### config.mk
export PLATFORM = sky130hd
export DESIGN_NAME = fetch_queue
export DESIGN_NICKNAME = d
export VERILOG_FILES = /design/src/rtl/fetch_queue.sv
export SDC_FILE = /design/constraint.sdc
export NUM_CORES = 1
export LEC_CHECK = 0
export BUFFER_PORTS_ARGS = -buffer_cell sky130_fd_sc_hd__buf_2
export CORE_ASPECT_RATIO = 1.75
export CORE_MARGIN = 8
export CORE_UTILIZATION = 50
export CTS_BUF_LIST = sky130_fd_sc_hd__clkbuf_4 sky130_fd_sc_hd__clkbuf_8 sky130_fd_sc_hd__clkbuf_16
export CTS_CLUSTER_SIZE = 28
export DETAILED_ROUTE_END_ITERATION = 8
export GPL_TIMING_DRIVEN = 0
export PLACE_DENSITY = 0.76
export SETUP_SLACK_MARGIN = 0.1
export SLEW_MARGIN = 0
export SYNTH_ARGS = -nofsm -noshare
export SYNTH_HDL_FRONTEND = slang
export SYNTH_SLANG_ARGS = --single-unit
### constraint.sdc
create_clock -name clock -period 2.85 [get_ports clock]
set_input_delay 0.285 -clock clock [delete_from_list [all_inputs] [get_ports clock]]
set_output_delay 0.285 -clock clock [all_outputs]
set_load 0.005 [all_outputs]
### src/rtl/fetch_queue.sv
// fetch_queue -- instruction fetch unit with a 4-entry {pc, instr} queue.
//
// Issues at most one instruction-memory read at a time, pushes returned
// words into a small FIFO for decode, and computes the value the external
// PC register loads next. A redirect flushes the queue and restarts fetch
// at redirect_pc; a read already in flight at the time of a redirect is
// drained and its data thrown away.
//
// Ports:
//   clock        rising-edge clock
//   reset        synchronous, active-high reset
//   pc           current fetch address (PC register output)
//   next_pc      next value for the PC register (combinational)
//   redirect     branch/jump taken: flush and restart
//   redirect_pc  restart address, valid while redirect=1
//   imem_req     instruction memory read request
//   imem_addr    word-aligned read address
//   imem_ack     one-cycle pulse, imem_rdata valid
//   imem_rdata   fetched instruction word
//   out_valid    head entry available to decode
//   out_ready    decode accepts head entry
//   out_instr    head entry instruction
//   out_pc       head entry fetch address
//   count        queue occupancy 0..4
//
// Build option:
//   FETCH_QUEUE_BYPASS_EN  when defined, a word returning into an empty queue
//                          while decode is ready goes straight to out_* in the
//                          ack cycle instead of being queued.

module fetch_queue (
  input  logic        clock,
  input  logic        reset,
  input  logic [31:0] pc,
  output logic [31:0] next_pc,
  input  logic        redirect,
  input  logic [31:0] redirect_pc,
  output logic        imem_req,
  output logic [31:0] imem_addr,
  input  logic        imem_ack,
  input  logic [31:0] imem_rdata,
  output logic        out_valid,
  input  logic        out_ready,
  output logic [31:0] out_instr,
  output logic [31:0] out_pc,
  output logic [2:0]  count
);

  typedef enum logic [1:0] {
    IDLE  = 2'd0,
    WAIT  = 2'd1,
    DRAIN = 2'd2
  } state_t;

  state_t      r_state;
  logic [31:0] r_reqAddr;
  logic [31:0] r_pcMem    [4];
  logic [31:0] r_instrMem [4];
  logic [1:0]  r_rdPtr;
  logic [1:0]  r_wrPtr;
  logic [2:0]  r_count;

  logic        w_fifoValid;
  logic        w_pop;
  logic        w_ackAcc;
  logic        w_bypass;
  logic        w_push;
  logic        w_issue;
  logic [31:0] w_alignedPc;
  logic [31:0] w_pcPlus4;

  assign w_alignedPc = {pc[31:2], 2'b00};
  assign w_pcPlus4   = pc + 32'd4;
  assign w_fifoValid = (r_count != 3'd0);

  // A redirect flushes the queue, so a same-cycle pop is meaningless.
  assign w_pop    = w_fifoValid && out_ready && !redirect && !reset;

  // Only an ack for a live (non-discarded) request is accepted.
  assign w_ackAcc = (r_state == WAIT) && imem_ack && !redirect && !reset;

`ifdef FETCH_QUEUE_BYPASS_EN
  assign w_bypass = !w_fifoValid && w_ackAcc && out_ready;
`else
  assign w_bypass = 1'b0;
`endif

  assign w_push = w_ackAcc && !w_bypass;

  // Room is judged after this cycle's pop, so a full queue being drained
  // by decode can already launch the next read.
  assign w_issue = (r_state == IDLE) && !reset && !redirect &&
                   ((r_count != 3'd4) || w_pop);

  assign imem_req  = !reset && (w_issue || (r_state == WAIT) || (r_state == DRAIN));

  // The launch address is captured so it stays put for the whole request,
  // even after a redirect has already moved the PC on.
  assign imem_addr = (r_state == IDLE) ? w_alignedPc : r_reqAddr;

  always_comb begin
    next_pc = pc;
    if (reset)
      next_pc = 32'h0000_0000;
    else if (redirect)
      next_pc = redirect_pc;
    else if (w_ackAcc)
      next_pc = w_pcPlus4;
  end

  assign out_valid = w_fifoValid || w_bypass;
  assign out_instr = w_bypass ? imem_rdata : r_instrMem[r_rdPtr];
  assign out_pc    = w_bypass ? pc         : r_pcMem[r_rdPtr];
  assign count     = r_count;

  // Fetch FSM. An ack while IDLE belongs to no live request and is ignored.
  always_ff @(posedge clock) begin
    if (reset) begin
      r_state   <= IDLE;
      r_reqAddr <= 32'h0000_0000;
    end else begin
      case (r_state)
        IDLE: begin
          if (w_issue) begin
            r_state   <= WAIT;
            r_reqAddr <= w_alignedPc;
          end
        end
        WAIT: begin
          if (imem_ack)
            r_state <= IDLE;
          else if (redirect)
            r_state <= DRAIN;
        end
        DRAIN: begin
          if (imem_ack)
            r_state <= IDLE;
        end
        default: r_state <= IDLE;
      endcase
    end
  end

  // Queue pointers and occupancy; redirect wins over push and pop.
  always_ff @(posedge clock) begin
    if (reset || redirect) begin
      r_rdPtr <= 2'd0;
      r_wrPtr <= 2'd0;
      r_count <= 3'd0;
    end else begin
      if (w_push)
        r_wrPtr <= r_wrPtr + 2'd1;
      if (w_pop)
        r_rdPtr <= r_rdPtr + 2'd1;
      r_count <= r_count + {2'b00, w_push} - {2'b00, w_pop};
    end
  end

  // Storage carries no reset; entries are only observed once counted.
  always_ff @(posedge clock) begin
    if (w_push && !reset) begin
      r_pcMem[r_wrPtr]    <= pc;
      r_instrMem[r_wrPtr] <= imem_rdata;
    end
  end

endmodule

Word level (Yosys, flattened, before mapping)
Memories as Yosys holds them, arrays and structs flattened. A register that Yosys moved wholly into a read port is not among the register bits.
Cells that the tools add are included.
{ "op_classes": {"n_addsub": 5, "n_eq_ne": 6, "muxes": 15, "reduce_logical": 21} }
{ "ops": {"columns": ["op", "n"], "rows": [
  ["32-bit 2-to-1 mux", 4],
  ["32-bit by 3-bit adder with 32-bit output, second input constant", 1],
  ["2-bit 2-to-1 mux", 8],
  ["1-bit logical AND", 11],
  ["3-bit inequality test, second input constant", 2],
  ["2-bit one-hot mux with 3 select lines", 1],
  ["2-bit by 1-bit adder with 2-bit output, second input constant", 2],
  ["1-bit logical OR", 4],
  ["2-bit inequality test, second input constant", 2],
  ["3-bit by 1-bit adder with 3-bit output", 1],
  ["3-bit AND reduction", 1],
  ["3-bit nonzero test", 1],
  ["3-bit by 1-bit subtractor with 3-bit output", 1],
  ["2-bit by 1-bit equality test with 1-bit output, second input constant", 1],
  ["2-bit equality test, second input constant", 1],
  ["1-bit logical NOT", 2],
  ["2-bit logical NOT", 1],
  ["1-bit 2-to-1 mux", 2],
  ["2-bit AND reduction", 1]
]} }
{ "totals": {"regBits": 39, "ramBits": 256, "input_bits": 101, "out_inout_bits": 133, "elab_cells": 54, "n_memories": 2} }
{ "mem_list": {"columns": ["name", "depth", "width", "read_ports", "rd_ports_with_merged_regs", "write_ports", "line_no", "rtl"], "rows": [
  ["r_instrMem", 4, 32, 1, 1, 1, "58", "logic [31:0] r_instrMem [4];"],
  ["r_pcMem", 4, 32, 1, 1, 1, "57", "logic [31:0] r_pcMem [4];"]
]} }

Logic depth before layout (Yosys ltp)
{ "logic_depth": {"word_depth": 9, "mapped_depth": 11, "depth_no_buf": 8} }

Worst setup path after synthesis
Ideal clock, no wire load.
{ "synth_path": {"path_kind": "reg-to-reg", "startpoint": "reg r_state[0]", "endpoint": "mem r_instrMem[0][0] (enable)", "setup_time_ns": 0.429, "arrival_time_ns": 2.653, "t_required_ns": 2.421, "setup_slack_ns": -0.233, "stages_incl_launch_ff": 6, "n_path_buf": 3, "period_less_slack_ns": 3.083, "cell_sequence": "dfxtp_1 -> buf_4 -> and3b_2 -> clkbuf_1 -> clkbuf_1 -> and3_1"} }
{ "synth_via": {"elab_chain_len": 7} }
{ "synth_rtl": {"columns": ["item", "line_no", "rtl"], "rows": [
  ["start: declaration", "55", "state_t r_state;"],
  ["start signal: assignment", "119", "r_state <= IDLE;"],
  ["start signal: assignment", "125", "r_state <= WAIT;"],
  ["start signal: assignment", "131", "r_state <= IDLE;"],
  ["2-bit by 1-bit equality test with 1-bit output", "80", "assign w_ackAcc = (r_state == WAIT) && imem_ack && !redirect && !reset;"],
  ["1-bit logical AND (3 in a row)", "80", null],
  ["1-bit logical AND", "161", "if (w_push && !reset) begin"],
  ["1-bit 2-to-1 mux", "161", null],
  ["1-bit 2-to-1 mux (implied by the code)", "163", "r_instrMem[r_wrPtr] <= imem_rdata;"],
  ["end: declaration", "58", null]
]} }
Every way passes these cells.

Final worst setup path
{ "layout_path": {"startpoint": "reg r_state[1]", "endpoint": "out next_pc[17]"} }
{ "layout_via": {"elab_chain_len": 7} }
{ "layout_rtl": {"columns": ["item", "line_no", "rtl"], "rows": [
  ["2-bit by 1-bit equality test with 1-bit output", "80", null],
  ["1-bit logical AND (3 in a row)", "80", null],
  ["32-bit 2-to-1 mux", "107", "else if (w_ackAcc)"],
  ["32-bit 2-to-1 mux", "105", "else if (redirect)"],
  ["32-bit 2-to-1 mux", "103", "if (reset)"],
  ["end: declaration", "35", "output logic [31:0] next_pc,"]
]} }
Every way passes these cells.

==> results_dict.tcl <==
set metrics [dict create \
    power_frac_comb 0.075 \
    syn_inst 771 \
    ios 234 \
    drv_slew 0 \
    worst_slack_ps -249.5 \
    post-place-ws_ps -152.1 \
    skew_ps 16.63 \
    syn_to_final_growth_pct 26.48 \
    worst_pin_slew_ps 846.8 \
    die_area_um2 30280 \
    peakVddDrop_mv 0.5017 \
    die_h_um 224.3 \
    leakage_uw 0.005480 \
    period_minus_slack_ps 3099 \
    layout.nets 1196 \
    synth.ff_latch_count 297 \
    min_from "pc[31]" \
    grt_max_degree 41 \
    maxSlewHeadroom 0.4355 \
    switching_share 0.2207 \
    drt_iter0_markers 641 \
    crit_path_start_kind "register" \
    die_w_um 135.0 \
    cts_max_path_buffers 3 \
    synth.distinct_cells 55 \
    dpl.cell_count 1319 \
    regArea_um2 8513 \
    multiInputGateArea_um2 3805 \
    fin_util 0.6389 \
    grt_pass1_wl_um 49250 \
    gr-total-overflow 0 \
    critical_path_arrival_ps 2810 \
    stdcell_count 1420 \
    start_util 0.5051 \
    numCtsBuffers 26 \
    core_area_um2 24530 \
    drt_wl_total_um 33080 \
    async_flop_share 0 \
    num_rows 76 \
    cp.required_ps 2570 \
    hp-class "input port to register" \
    failed_checks "negative setup slack" \
    critPathKind "register to primary output" \
    timing.rr.start "r_state[0]$_SDFFE_PP0P_" \
    htreeDepth 1 \
    antenna_found_initial 2 \
    hold_viol 0 \
    outcome "finished with violations" \
    timing.final.crit_share 1.088 \
    clk_pin_slew_ps 70 \
    p_per_area_nw_per_um2 557.1 \
    internal-power_uw 6806 \
    avgViaCountPerCell 5.765 \
    globalplace.congestion 0.9391 \
    ant_nets 0 \
    drt_pass1_iterations 5 \
    rsz0062_at_grt "yes" \
    min_to "r_pcMem[2][31]$_DFFE_PP_" \
    setup_viol 12 \
    synth_area_um2 12390 \
    hpwlAfterDp_um 22770 \
    drive_above_1_share 0.4087 \
    wl_per_cell_um 23.29 \
    portBuffers 231 \
    synth-seq-area-share 0.6866 \
    crit_fanout 7 \
    power_frac_clock 0.380 \
    r2r_end "count[2]$_SDFF_PP0_" \
    cts_tree "done" \
    max_freq_ghz 0.3226 \
    worst-r2r-setup-slack_ps 280 \
    end_kind "primary output" \
    clock-sinks 297 \
    vias 8186 \
    drc_errors 0 \
    fillers 1852 \
    synth_ff_type "edfxtp_1" \
    synth-edff-count 256 \
    holdPathStages 1 \
    grt_pass1_vias 8614 \
    yosysWarnings 0 \
    clkLatencyLatePin_ps 530 \
    switching_power_uw 1927 \
    max-cap-violations 0 \
    grt_usage 0.2140 \
    sequentialPowerShare 0.545 \
    cts-root-buf "clkbuf_16" \
    synth_area_per_cell_um2 16.07 \
    worst_r2r_path_depth 14 \
]
-- power groups by stage --
| stage | sequential, µW | combinational, µW | clock, µW |
|---|---|---|---|
| floorplan | 4850 | 249 | 0 |
| global placement | 4850 | 557 | 0 |
| detailed placement | 4860 | 570 | 0 |
| CTS | 4760 | 633 | 3390 |
| global route | 4760 | 706 | 3500 |
| finish | 4760 | 657 | 3310 |
-- layout make-up --
| cell class | count | area share |
|---|---|---|
| Sequential cell | 297 | 0.5431 |
| Multi-Input combinational cell | 410 | 0.2428 |
| Timing Repair Buffer | 292 | 0.1175 |
| Clock buffer | 29 | 0.04406 |
| Tap cell | 312 | 0.02491 |
| Buffer | 50 | 0.01708 |
| Clock inverter | 17 | 0.007584 |
| Inverter | 11 | 0.002634 |
| Antenna cell | 2 | 0.0003193 |
-- synthesized netlist by cell type (all sizes together), types with 7 or more instances --
| master | count | area, µm² |
|---|---|---|
| a211oi | 10 | 75.07 |
| nor4 | 8 | 50.05 |
| nand4 | 12 | 75.07 |
| nand3 | 9 | 45.04 |
| xnor2 | 7 | 61.31 |
| nor2 | 37 | 138.9 |
| a21oi | 35 | 175.2 |
| inv | 11 | 41.29 |
| clkbuf | 39 | 147.6 |
| o31ai | 11 | 82.58 |
| buf | 15 | 76.32 |
| dfxtp | 41 | 820.8 |
| a311oi | 10 | 87.58 |
| o21ai | 7 | 35.03 |
| nand2 | 84 | 315.3 |
| mux2 | 30 | 337.8 |
| or3 | 12 | 86.33 |
| or4 | 9 | 67.56 |
| edfxtp | 256 | 7687 |
| mux4 | 64 | 1441 |
-- worst max-delay path, stage by stage (launching register included) --
cell      delay [ps]
dfxtp_4          360
or4b_4           550
or3_4            430
buf_6            150
or3_1            330
a311oi_2         290
buf_2            180
-- what timing repair did --
item	in CTS	in global routing
setup buffers	9	8
hold buffers	39	0
setup endpoints to repair	82	57
cloned	0	1
gates resized for setup	53	41
pin swaps	12	16
hold endpoints to repair	154	0
-- sequential cells by signal (all words and copies together), names as in the netlist, named ones only --
name        flops
r_instrMem    128
r_reqAddr      30
r_rdPtr         2
count           3
r_state         2
r_pcMem       128
r_wrPtr         2
-- kinds of logic (layout without fill, tap and decap cells) --
logic type                 count (synthesis)  after routing  synth area share
DFF                                      297            297            0.6866
and+or+nand+nor                          200            200           0.08057
muxes                                     96             96            0.1452
AOI/OAI and AO/OA                         93             93           0.04978
buffers and inverters                     65            399           0.02141
xor gates and xnor gates                  12             12          0.008481
adders and majority gates                  7              7          0.007674
other                                      1              4         0.0003026
-- metrics by stage --
| stage | total power [µW] | hold slack, ps | area (µm²) | setup TNS [ps] |
|---|---|---|---|---|
| finish | 8733 | 70.60 | 15670 | -2339 |
| global route | 8970 | 61.32 | 15670 | -3214 |
| CTS | 8779 | 39.16 | 15440 | -2543 |
| detailed placement | 5426 | 446.8 | 14070 | -159.1 |
| global placement | 5411 | 439.4 | 13950 | -117240 |
| floorplan | 5103 | 357.8 | 12400 | 0 |
-- cell usage in the layout, fill, tap and decap left out, types with 5 or more instances in the layout --
cell           netlist  routed
edfxtp_1           256     256
buf_2                1     235
nand2_1             84      84
mux4_2              64      64
dfxtp_1             41      39
dlygate4sd3_1        0      39
nor2_1              37      36
a21oi_1             35      35
mux2_2              30      30
clkbuf_16            0      28
clkbuf_1            38      22
buf_4                3      15
nand4_1             12      12
inv_1               10      10
o31ai_1             11      10
clkbuf_2             1       9
nand3_1              9       8
xnor2_1              7       7
nor4_1               8       7
or4_1                9       7
o21ai_0              7       7
buf_6                1       6
clkbuf_4             0       6
and4_1               6       6
or3_1                9       6
a31oi_1              6       6
a311oi_2             0       6
a211oi_1            10       6
ha_1                 6       6
or3_4                2       5
-- how the worst max path moves through the flow --
stage | from | to | slack (ps) | cells past startpoint
floorplan | r_state[0]$_SDFFE_PP0P_ | r_instrMem[0][0]$_DFFE_PP_ | 470 | 5
global placement | redirect | r_instrMem[0][21]$_DFFE_PP_ | -480 | 5
detailed placement | pc[7] | next_pc[30] | -150 | 8
CTS | r_state[0]$_SDFFE_PP0P_ | next_pc[15] | -260 | 7
global route | r_state[0]$_SDFFE_PP0P_ | next_pc[13] | -300 | 7
finish | r_state[1]$_SDFFE_PP0P_ | next_pc[17] | -250 | 6
-- layer usage --
metal	up-vias	part of all wire	routed length [µm]	global-route usage
li1	3674	-	-	-
met1	4069	0.36	11910	0.2386
met2	349	0.53	17540	0.3806
met3	92	0.063	2073	0.03530
met4	2	0.047	1542	0.1166
met5	-	0.00036	12	0
Power figures use the tool's default switching activity.
